## src/rtl/ad_ip_jesd204_tpl_adc_pkg.sv

```systemverilog
// Shared definitions for the JESD204 ADC transport-layer PN checker:
// sequence select codes, PRBS taps and the per-channel sync FSM states.
package ad_ip_jesd204_tpl_adc_pkg;

    localparam logic [3:0] PN_SEL_PN9  = 4'h0;
    localparam logic [3:0] PN_SEL_PN23 = 4'h1;

    localparam int unsigned PN9_TAP_A  = 9;
    localparam int unsigned PN9_TAP_B  = 5;
    localparam int unsigned PN23_TAP_A = 23;
    localparam int unsigned PN23_TAP_B = 18;

    localparam int unsigned PN_HIST_W  = 23;

    typedef enum logic {
        OOS  = 1'b0,
        SYNC = 1'b1
    } pn_state_e;

endpackage

```

## src/rtl/ad_ip_jesd204_tpl_adc_pn_chan.sv

```systemverilog
// One channel of the PN checker: history, self-synchronising expected bits,
// OOS/SYNC FSM. Optional error counter under TPL_ADC_PN_ERR_COUNT_EN.
module ad_ip_jesd204_tpl_adc_pn_chan
    import ad_ip_jesd204_tpl_adc_pkg::*;
#(
    parameter int unsigned CONVERTER_RESOLUTION = 16,
    parameter int unsigned DATA_PATH_WIDTH      = 1,
    parameter int unsigned OOS_THRESHOLD        = 16
) (
    input  logic                                           link_clk,
    input  logic                                           link_resetn,
    input  logic                                           data_valid,
    input  logic [DATA_PATH_WIDTH*CONVERTER_RESOLUTION-1:0] data,
    input  logic [3:0]                                     pn_seq_sel,
`ifdef TPL_ADC_PN_ERR_COUNT_EN
    input  logic                                           pn_err_count_clr,
    output logic [15:0]                                    pn_err_count,
`endif
    output logic                                           pn_err,
    output logic                                           pn_oos
);

    localparam int unsigned W         = DATA_PATH_WIDTH * CONVERTER_RESOLUTION;
    localparam logic [4:0]  FILL_FULL = 5'(PN_HIST_W);
    localparam logic [7:0]  THR       = 8'(OOS_THRESHOLD);

    logic [W-1:0]           stream;
    logic [W-1:0]           rx_sr;
    logic                   rx_bit;
    logic                   exp_bit;

    logic [3:0]             sel_q;
    logic                   sel_init_q;
    logic                   sel_chg;
    logic                   sel_en;
    logic                   is_pn23;
    logic                   accept;
    logic [4:0]             fill_need;

    logic [PN_HIST_W-1:0]   hist_q, hist_d;
    logic [4:0]             fill_q, fill_d;
    logic                   mis_d;
    logic                   s1_vld_q, s1_mis_q;

    pn_state_e              state_q, state_d;
    logic [7:0]             cnt_q, cnt_d;
    logic [7:0]             cnt_inc;
    logic                   err_q, err_d;
    logic                   oos_q;

    // Serial order: sample 0 first, each sample MSB first; stream[0] is checked first.
    for (genvar j = 0; j < W; j++) begin : g_order
        assign stream[j] = data[(j / CONVERTER_RESOLUTION) * CONVERTER_RESOLUTION +
                                (CONVERTER_RESOLUTION - 1 - (j % CONVERTER_RESOLUTION))];
    end

    assign sel_chg   = sel_init_q && (pn_seq_sel != sel_q);
    assign is_pn23   = (pn_seq_sel == PN_SEL_PN23);
    assign sel_en    = (pn_seq_sel == PN_SEL_PN9) || is_pn23;
    assign accept    = data_valid && sel_en && !sel_chg;
    assign fill_need = is_pn23 ? 5'(PN23_TAP_A) : 5'(PN9_TAP_A);

    // Bits whose taps still reach into cleared history are not compared, so a
    // clean stream matches from its very first beat.
    always_comb begin
        hist_d  = hist_q;
        fill_d  = fill_q;
        mis_d   = 1'b0;
        rx_sr   = stream;
        rx_bit  = 1'b0;
        exp_bit = 1'b0;
        for (int unsigned j = 0; j < W; j++) begin
            rx_bit  = rx_sr[0];
            rx_sr   = rx_sr >> 1;
            exp_bit = is_pn23 ? (hist_d[PN23_TAP_A-1] ^ hist_d[PN23_TAP_B-1])
                              : (hist_d[PN9_TAP_A-1]  ^ hist_d[PN9_TAP_B-1]);
            if ((fill_d >= fill_need) && (rx_bit != exp_bit)) begin
                mis_d = 1'b1;
            end
            hist_d = {hist_d[PN_HIST_W-2:0], (state_q == SYNC) ? exp_bit : rx_bit};
            if (fill_d != FILL_FULL) begin
                fill_d = fill_d + 5'd1;
            end
        end
    end

    always_ff @(posedge link_clk or negedge link_resetn) begin
        if (!link_resetn) begin
            sel_q      <= '0;
            sel_init_q <= 1'b0;
            hist_q     <= '0;
            fill_q     <= '0;
            s1_vld_q   <= 1'b0;
            s1_mis_q   <= 1'b0;
        end else begin
            sel_q      <= pn_seq_sel;
            sel_init_q <= 1'b1;
            if (sel_chg) begin
                hist_q   <= '0;
                fill_q   <= '0;
                s1_vld_q <= 1'b0;
                s1_mis_q <= 1'b0;
            end else begin
                s1_vld_q <= accept;
                s1_mis_q <= accept && mis_d;
                if (accept) begin
                    hist_q <= hist_d;
                    fill_q <= fill_d;
                end
            end
        end
    end

    assign cnt_inc = cnt_q + 8'd1;

    always_comb begin
        state_d = state_q;
        cnt_d   = cnt_q;
        err_d   = 1'b0;
        if (sel_chg || !sel_en) begin
            state_d = OOS;
            cnt_d   = '0;
        end else if (s1_vld_q) begin
            case (state_q)
                OOS: begin
                    if (s1_mis_q) begin
                        cnt_d = '0;
                    end else if (cnt_inc == THR) begin
                        state_d = SYNC;
                        cnt_d   = '0;
                    end else begin
                        cnt_d = cnt_inc;
                    end
                end
                SYNC: begin
                    err_d = s1_mis_q;
                    if (!s1_mis_q) begin
                        cnt_d = '0;
                    end else if (cnt_inc == THR) begin
                        state_d = OOS;
                        cnt_d   = '0;
                    end else begin
                        cnt_d = cnt_inc;
                    end
                end
                default: begin
                    state_d = OOS;
                    cnt_d   = '0;
                end
            endcase
        end
    end

    always_ff @(posedge link_clk or negedge link_resetn) begin
        if (!link_resetn) begin
            state_q <= OOS;
            cnt_q   <= '0;
            err_q   <= 1'b0;
            oos_q   <= 1'b1;
        end else begin
            state_q <= state_d;
            cnt_q   <= cnt_d;
            err_q   <= err_d;
            oos_q   <= (state_d == OOS);
        end
    end

    assign pn_err = err_q;
    assign pn_oos = oos_q;

`ifdef TPL_ADC_PN_ERR_COUNT_EN
    logic [15:0] ecnt_q, ecnt_d;

    always_comb begin
        ecnt_d = ecnt_q;
        if (pn_err_count_clr || sel_chg) begin
            ecnt_d = '0;
        end else if (err_d && (ecnt_q != '1)) begin
            ecnt_d = ecnt_q + 16'd1;
        end
    end

    always_ff @(posedge link_clk or negedge link_resetn) begin
        if (!link_resetn) begin
            ecnt_q <= '0;
        end else begin
            ecnt_q <= ecnt_d;
        end
    end

    assign pn_err_count = ecnt_q;
`endif

endmodule

```

## src/rtl/ad_ip_jesd204_tpl_adc_pn_check.sv

```systemverilog
// Per-channel PN9/PN23 checker for the JESD204 ADC transport layer.
// Define TPL_ADC_PN_ERR_COUNT_EN to add per-channel saturating error counters.
module ad_ip_jesd204_tpl_adc_pn_check #(
    parameter int unsigned NUM_CHANNELS         = 1,
    parameter int unsigned CONVERTER_RESOLUTION = 16,
    parameter int unsigned DATA_PATH_WIDTH      = 1,
    parameter int unsigned OOS_THRESHOLD        = 16
) (
    input  logic                                                        link_clk,
    input  logic                                                        link_resetn,
    input  logic                                                        data_valid,
    input  logic [NUM_CHANNELS*DATA_PATH_WIDTH*CONVERTER_RESOLUTION-1:0] data,
    input  logic [NUM_CHANNELS*4-1:0]                                   pn_seq_sel,
`ifdef TPL_ADC_PN_ERR_COUNT_EN
    input  logic [NUM_CHANNELS-1:0]                                     pn_err_count_clr,
    output logic [NUM_CHANNELS*16-1:0]                                  pn_err_count,
`endif
    output logic [NUM_CHANNELS-1:0]                                     pn_err,
    output logic [NUM_CHANNELS-1:0]                                     pn_oos
);

    localparam int unsigned W = DATA_PATH_WIDTH * CONVERTER_RESOLUTION;

    for (genvar c = 0; c < NUM_CHANNELS; c++) begin : g_chan
        ad_ip_jesd204_tpl_adc_pn_chan #(
            .CONVERTER_RESOLUTION (CONVERTER_RESOLUTION),
            .DATA_PATH_WIDTH      (DATA_PATH_WIDTH),
            .OOS_THRESHOLD        (OOS_THRESHOLD)
        ) i_chan (
            .link_clk         (link_clk),
            .link_resetn      (link_resetn),
            .data_valid       (data_valid),
            .data             (data[c*W +: W]),
            .pn_seq_sel       (pn_seq_sel[c*4 +: 4]),
`ifdef TPL_ADC_PN_ERR_COUNT_EN
            .pn_err_count_clr (pn_err_count_clr[c]),
            .pn_err_count     (pn_err_count[c*16 +: 16]),
`endif
            .pn_err           (pn_err[c]),
            .pn_oos           (pn_oos[c])
        );
    end

endmodule

```

## config.mk

```make
export PLATFORM = sky130hd
export DESIGN_NAME = ad_ip_jesd204_tpl_adc_pn_check
export DESIGN_NICKNAME = d
export VERILOG_FILES = /design/src/rtl/ad_ip_jesd204_tpl_adc_pkg.sv /design/src/rtl/ad_ip_jesd204_tpl_adc_pn_chan.sv /design/src/rtl/ad_ip_jesd204_tpl_adc_pn_check.sv
export SDC_FILE = /design/constraint.sdc
export NUM_CORES = 1
export LEC_CHECK = 0
export ABC_AREA = 1
export CAP_MARGIN = 5
export CORE_ASPECT_RATIO = 1.5
export CORE_MARGIN = 10
export CORE_UTILIZATION = 50
export CTS_CLUSTER_SIZE = 30
export DETAILED_ROUTE_END_ITERATION = 8
export GPL_ROUTABILITY_DRIVEN = 0
export PLACE_DENSITY = 0.77
export SYNTH_ARGS = -nofsm -noshare
export SYNTH_HDL_FRONTEND = slang
export SYNTH_HIERARCHICAL = 1
export SYNTH_SLANG_ARGS = --single-unit
```

## constraint.sdc

```tcl
create_clock -name link_clk -period 13.7 [get_ports link_clk]
set_clock_uncertainty 0.15 [all_clocks]
set_input_delay 1.37 -clock link_clk [delete_from_list [all_inputs] [get_ports link_clk]]
set_output_delay 1.37 -clock link_clk [all_outputs]
set_load 0.005 [all_outputs]
```

==> impl_metrics.py <==
metrics = {
    "setup_path": {
        "cp-start-kind": "register",
        "endpoint_kind": "register",
        "r2r_cells": 95,
        "r2r_start": "g_chan[0].i_chan/fill_q[0]$_DFFE_PN0P_",
        "cpMostUsedCell": "nand2_1",
        "crit_path_max_incr_delay_ns": 0.42,
        "crit_family": "simple AND/OR/NAND/NOR gates",
        "crit_buf_inv": 13,
        "crit_arrival_ns": 12.77,
        "required_ns": 13.71,
        "r2r_end": "g_chan[0].i_chan/s1_mis_q$_DFF_PN0_",
        "path_max_fanout": 8,
        "reg2reg_slack_ns": 0.93,
        "slowest_stage": "dfrtp_2",
        "worstSetupPathType": "register to register",
    },
    "logic_synthesis": {
        "ys_warn_count": 6,
        "synth_flop_cell": "dfrtp_1",
        "synth_area_per_cell_um2": 6.509,
        "synth_xor_area_share_pct": 4.426,
        "synth_simple_gate_area_share_pct": 44.90,
        "postSynth.asyncResetShare_pct": 100.0,
        "synth_compound_area_share_pct": 12.10,
        "synth_cells": 1064,
        "synthMuxAreaShare_pct": 0,
        "synth_edf_count": 0,
        "synthAdderAreaFrac_pct": 14.81,
        "synth_seq_area_share_pct": 16.64,
        "synth_seq_cells": 46,
        "synthesis.area_um2": 6925,
        "synth.distinct_cells": 46,
        "synth_top_family_by_area": "simple AND/OR/NAND/NOR gates",
        "synth.net_count": 1169,
    },
    "min_path": {
        "hold_path_end": "g_chan[0].i_chan/hist_q[19]$_DFFE_PN0P_",
        "min_path_type": "register to register",
        "hold_depth": 2,
        "hold_path.startpoint": "g_chan[0].i_chan/hist_q[19]$_DFFE_PN0P_",
    },
    "power": {
        "finalPower_mw": 1.551,
        "ir_worst_vdd_uv": 133.2,
        "power.leakage_nw": 3.779,
        "power-per-cell-area_nw_per_um2": 199.0,
    },
    "floorplan": {
        "rows": 52,
        "die_h_um": 164.1,
        "ios": 25,
        "core_um2": 13530,
        "design.die.area_um2": 19060,
        "die_x_um": 116.1,
        "start_util_pct": 51.17,
    },
    "finish": {
        "final_nets": 1212,
        "final_cell_mix": "323 x nand2_1, 105 x inv_1, 94 x nand3_1",
        "diodes": 0,
        "final_common_cell": "nand2_1",
        "drive_gt1_share_pct": 15.61,
        "regArea_um2": 1155,
        "area_delta_synth_final_pct": 12.52,
        "multiInputGateArea_um2": 5425,
        "finish.instance_area_um2": 7792,
        "stdcell_count": 1270,
        "n_fill_cell": 1311,
        "final_core_util_pct": 57.58,
    },
    "sta": {
        "slew_headroom_pct": 47.42,
        "setup-tns-final_ns": 0,
        "worstMarginPinSlew_ns": 0.7888,
        "layout_setup_ws_ns": 0.9330,
        "finalCritPeriodShare_pct": 93.19,
        "finalSetupViolCount": 0,
        "fin_crit_ns": 12.77,
        "hold_violations": 0,
        "slew_violations": 0,
        "whs_ns": 0.3543,
        "timing.fmax_mhz": 78.33,
    },
    "job": {
        "max_cap_viol_count": 0,
    },
    "clocking": {
        "cts_sinks": 46,
        "htreeDepth": 2,
        "clock_path_buffers": 2,
        "clkSlewWorstSetupHoldPaths_ns": 0.06,
        "tritoncts": "yes",
        "cts_hold_buf": 0,
        "root_buffer": "clkbuf_16",
        "cts_buffers": 5,
        "clock_latency_ns": 0.29,
    },
    "place": {
        "dpl.cell_count": 1245,
        "numPortBuffers": 24,
        "placed_cell_area_um2": 7361,
        "place_ws_ns": 0.2095,
        "hpwl_mm": 13.91,
    },
    "route": {
        "vias": 7059,
        "drtAntennaViolNets": 0,
        "wirelength_mm": 17.71,
        "routed_via_density": 5.558,
        "drc_errors": 0,
        "first_pass_iters": 5,
        "wl_per_cell_um": 13.94,
        "drt_iter0_markers": 363,
    },
    "global_route": {
        "grt_pass1_wl_mm": 29.54,
        "antenna_found_initial": 0,
        "grt_pass1_vias": 6647,
        "grt_max_degree": 63,
        "grtUsageTotal_pct": 18.33,
        "overflow": 0,
    },
    "run_status": {
        "run_status": "completed",
    },
}
## metal layers
layer	routed length, µm	part of all wire [%]	global-route usage, %
met1	7209	41	20.52
met2	9633	54	35.12
met3	515	2.9	1.972
met4	350	2.0	5.023
met5	0	0	0
## cell type report
class	count	share of cell area [%]
Timing Repair Buffer	45	5.042
Inverter	121	5.829
Clock inverter	1	0.3854
Sequential cell	46	14.82
Tap cell	162	2.601
Clock buffer	7	1.702
Multi-Input combinational cell	888	69.62
## flip-flops by register name (all words and copies together), names as in the netlist
signal	count
g_chan.i_chan/s1_mis_q	1
g_chan.i_chan/sel_init_q	1
g_chan.i_chan/s1_vld_q	1
g_chan.i_chan/fill_q	5
g_chan.i_chan/sel_q	4
g_chan.i_chan/pn_oos	1
g_chan.i_chan/hist_q	23
g_chan.i_chan/pn_err	1
g_chan.i_chan/cnt_q	8
g_chan.i_chan/state_q	1
## logic make-up (layout without fill, tap and decap cells)
group                      Yosys count  after routing
and+or+nand+nor                    641            641
buffers and inverters              130            174
AOI/OAI and AO/OA                  129            129
adders and majority gates           82             82
DFF                                 46             46
xor gates and xnor gates            35             35
other                                1              1
## Yosys cell counts, types with 6 or more instances
library cell	number	area, µm²
nand3_2	16	160.2
inv_1	106	397.9
o21ai_0	36	180.2
o41ai_1	7	61.31
ha_1	82	1026
dfrtp_1	45	1126
xor2_1	15	131.4
nand2_1	342	1284
nor2_1	67	251.5
nand2_4	7	78.83
inv_2	12	45.04
nand2_2	34	212.7
nor3_1	12	60.06
a21oi_1	32	160.2
clkbuf_1	8	30.03
nand3_1	95	475.5
o22ai_1	16	100.1
nor2_4	16	180.2
a21oi_4	6	97.59
nand3b_1	11	82.58
xnor2_1	20	175.2
nand4_1	24	150.1
## worst reg2reg max path, delay by kind of cell, from the launching register on
| kind | cells | cell delay, ns |
|---|---|---|
| and+or+nand+nor | 56 | 6.15 |
| DFF | 1 | 0.42 |
| AOI/OAI and AO/OA | 10 | 1.70 |
| buffers and inverters | 13 | 0.98 |
| adders and majority gates | 16 | 3.20 |
## worst max-delay path by stage
stage,to,cells past startpoint,from,slack (ns)
global route,g_chan[0].i_chan/s1_mis_q$_DFF_PN0_,95,g_chan[0].i_chan/fill_q[0]$_DFFE_PN0P_,-0.14
finish,g_chan[0].i_chan/s1_mis_q$_DFF_PN0_,95,g_chan[0].i_chan/fill_q[0]$_DFFE_PN0P_,0.93
CTS,g_chan[0].i_chan/s1_mis_q$_DFF_PN0_,94,g_chan[0].i_chan/fill_q[0]$_DFFE_PN0P_,0.18
floorplan,g_chan[0].i_chan/s1_mis_q$_DFF_PN0_,96,g_chan[0].i_chan/fill_q[0]$_DFFE_PN0P_,1.72
detailed placement,g_chan[0].i_chan/s1_mis_q$_DFF_PN0_,94,g_chan[0].i_chan/fill_q[0]$_DFFE_PN0P_,0.21
global placement,g_chan[0].i_chan/s1_mis_q$_DFF_PN0_,96,g_chan[0].i_chan/fill_q[0]$_DFFE_PN0P_,0.63
## what timing repair did
item | 4_1_cts | 5_1_grt
buffers inserted | 0 | 17
endpoints found under the setup margin | 0 | 6
resized for setup | 0 | 41
## report_power, final
group          leakage, nW  internal, mW  switching, mW  total [mW]
sequential           0.622         0.140        0.00391       0.144
clock               0.0781        0.0862         0.0490       0.135
combinational         3.08         0.445          0.827        1.27
Note: power is estimated with default switching activity, not from simulation.
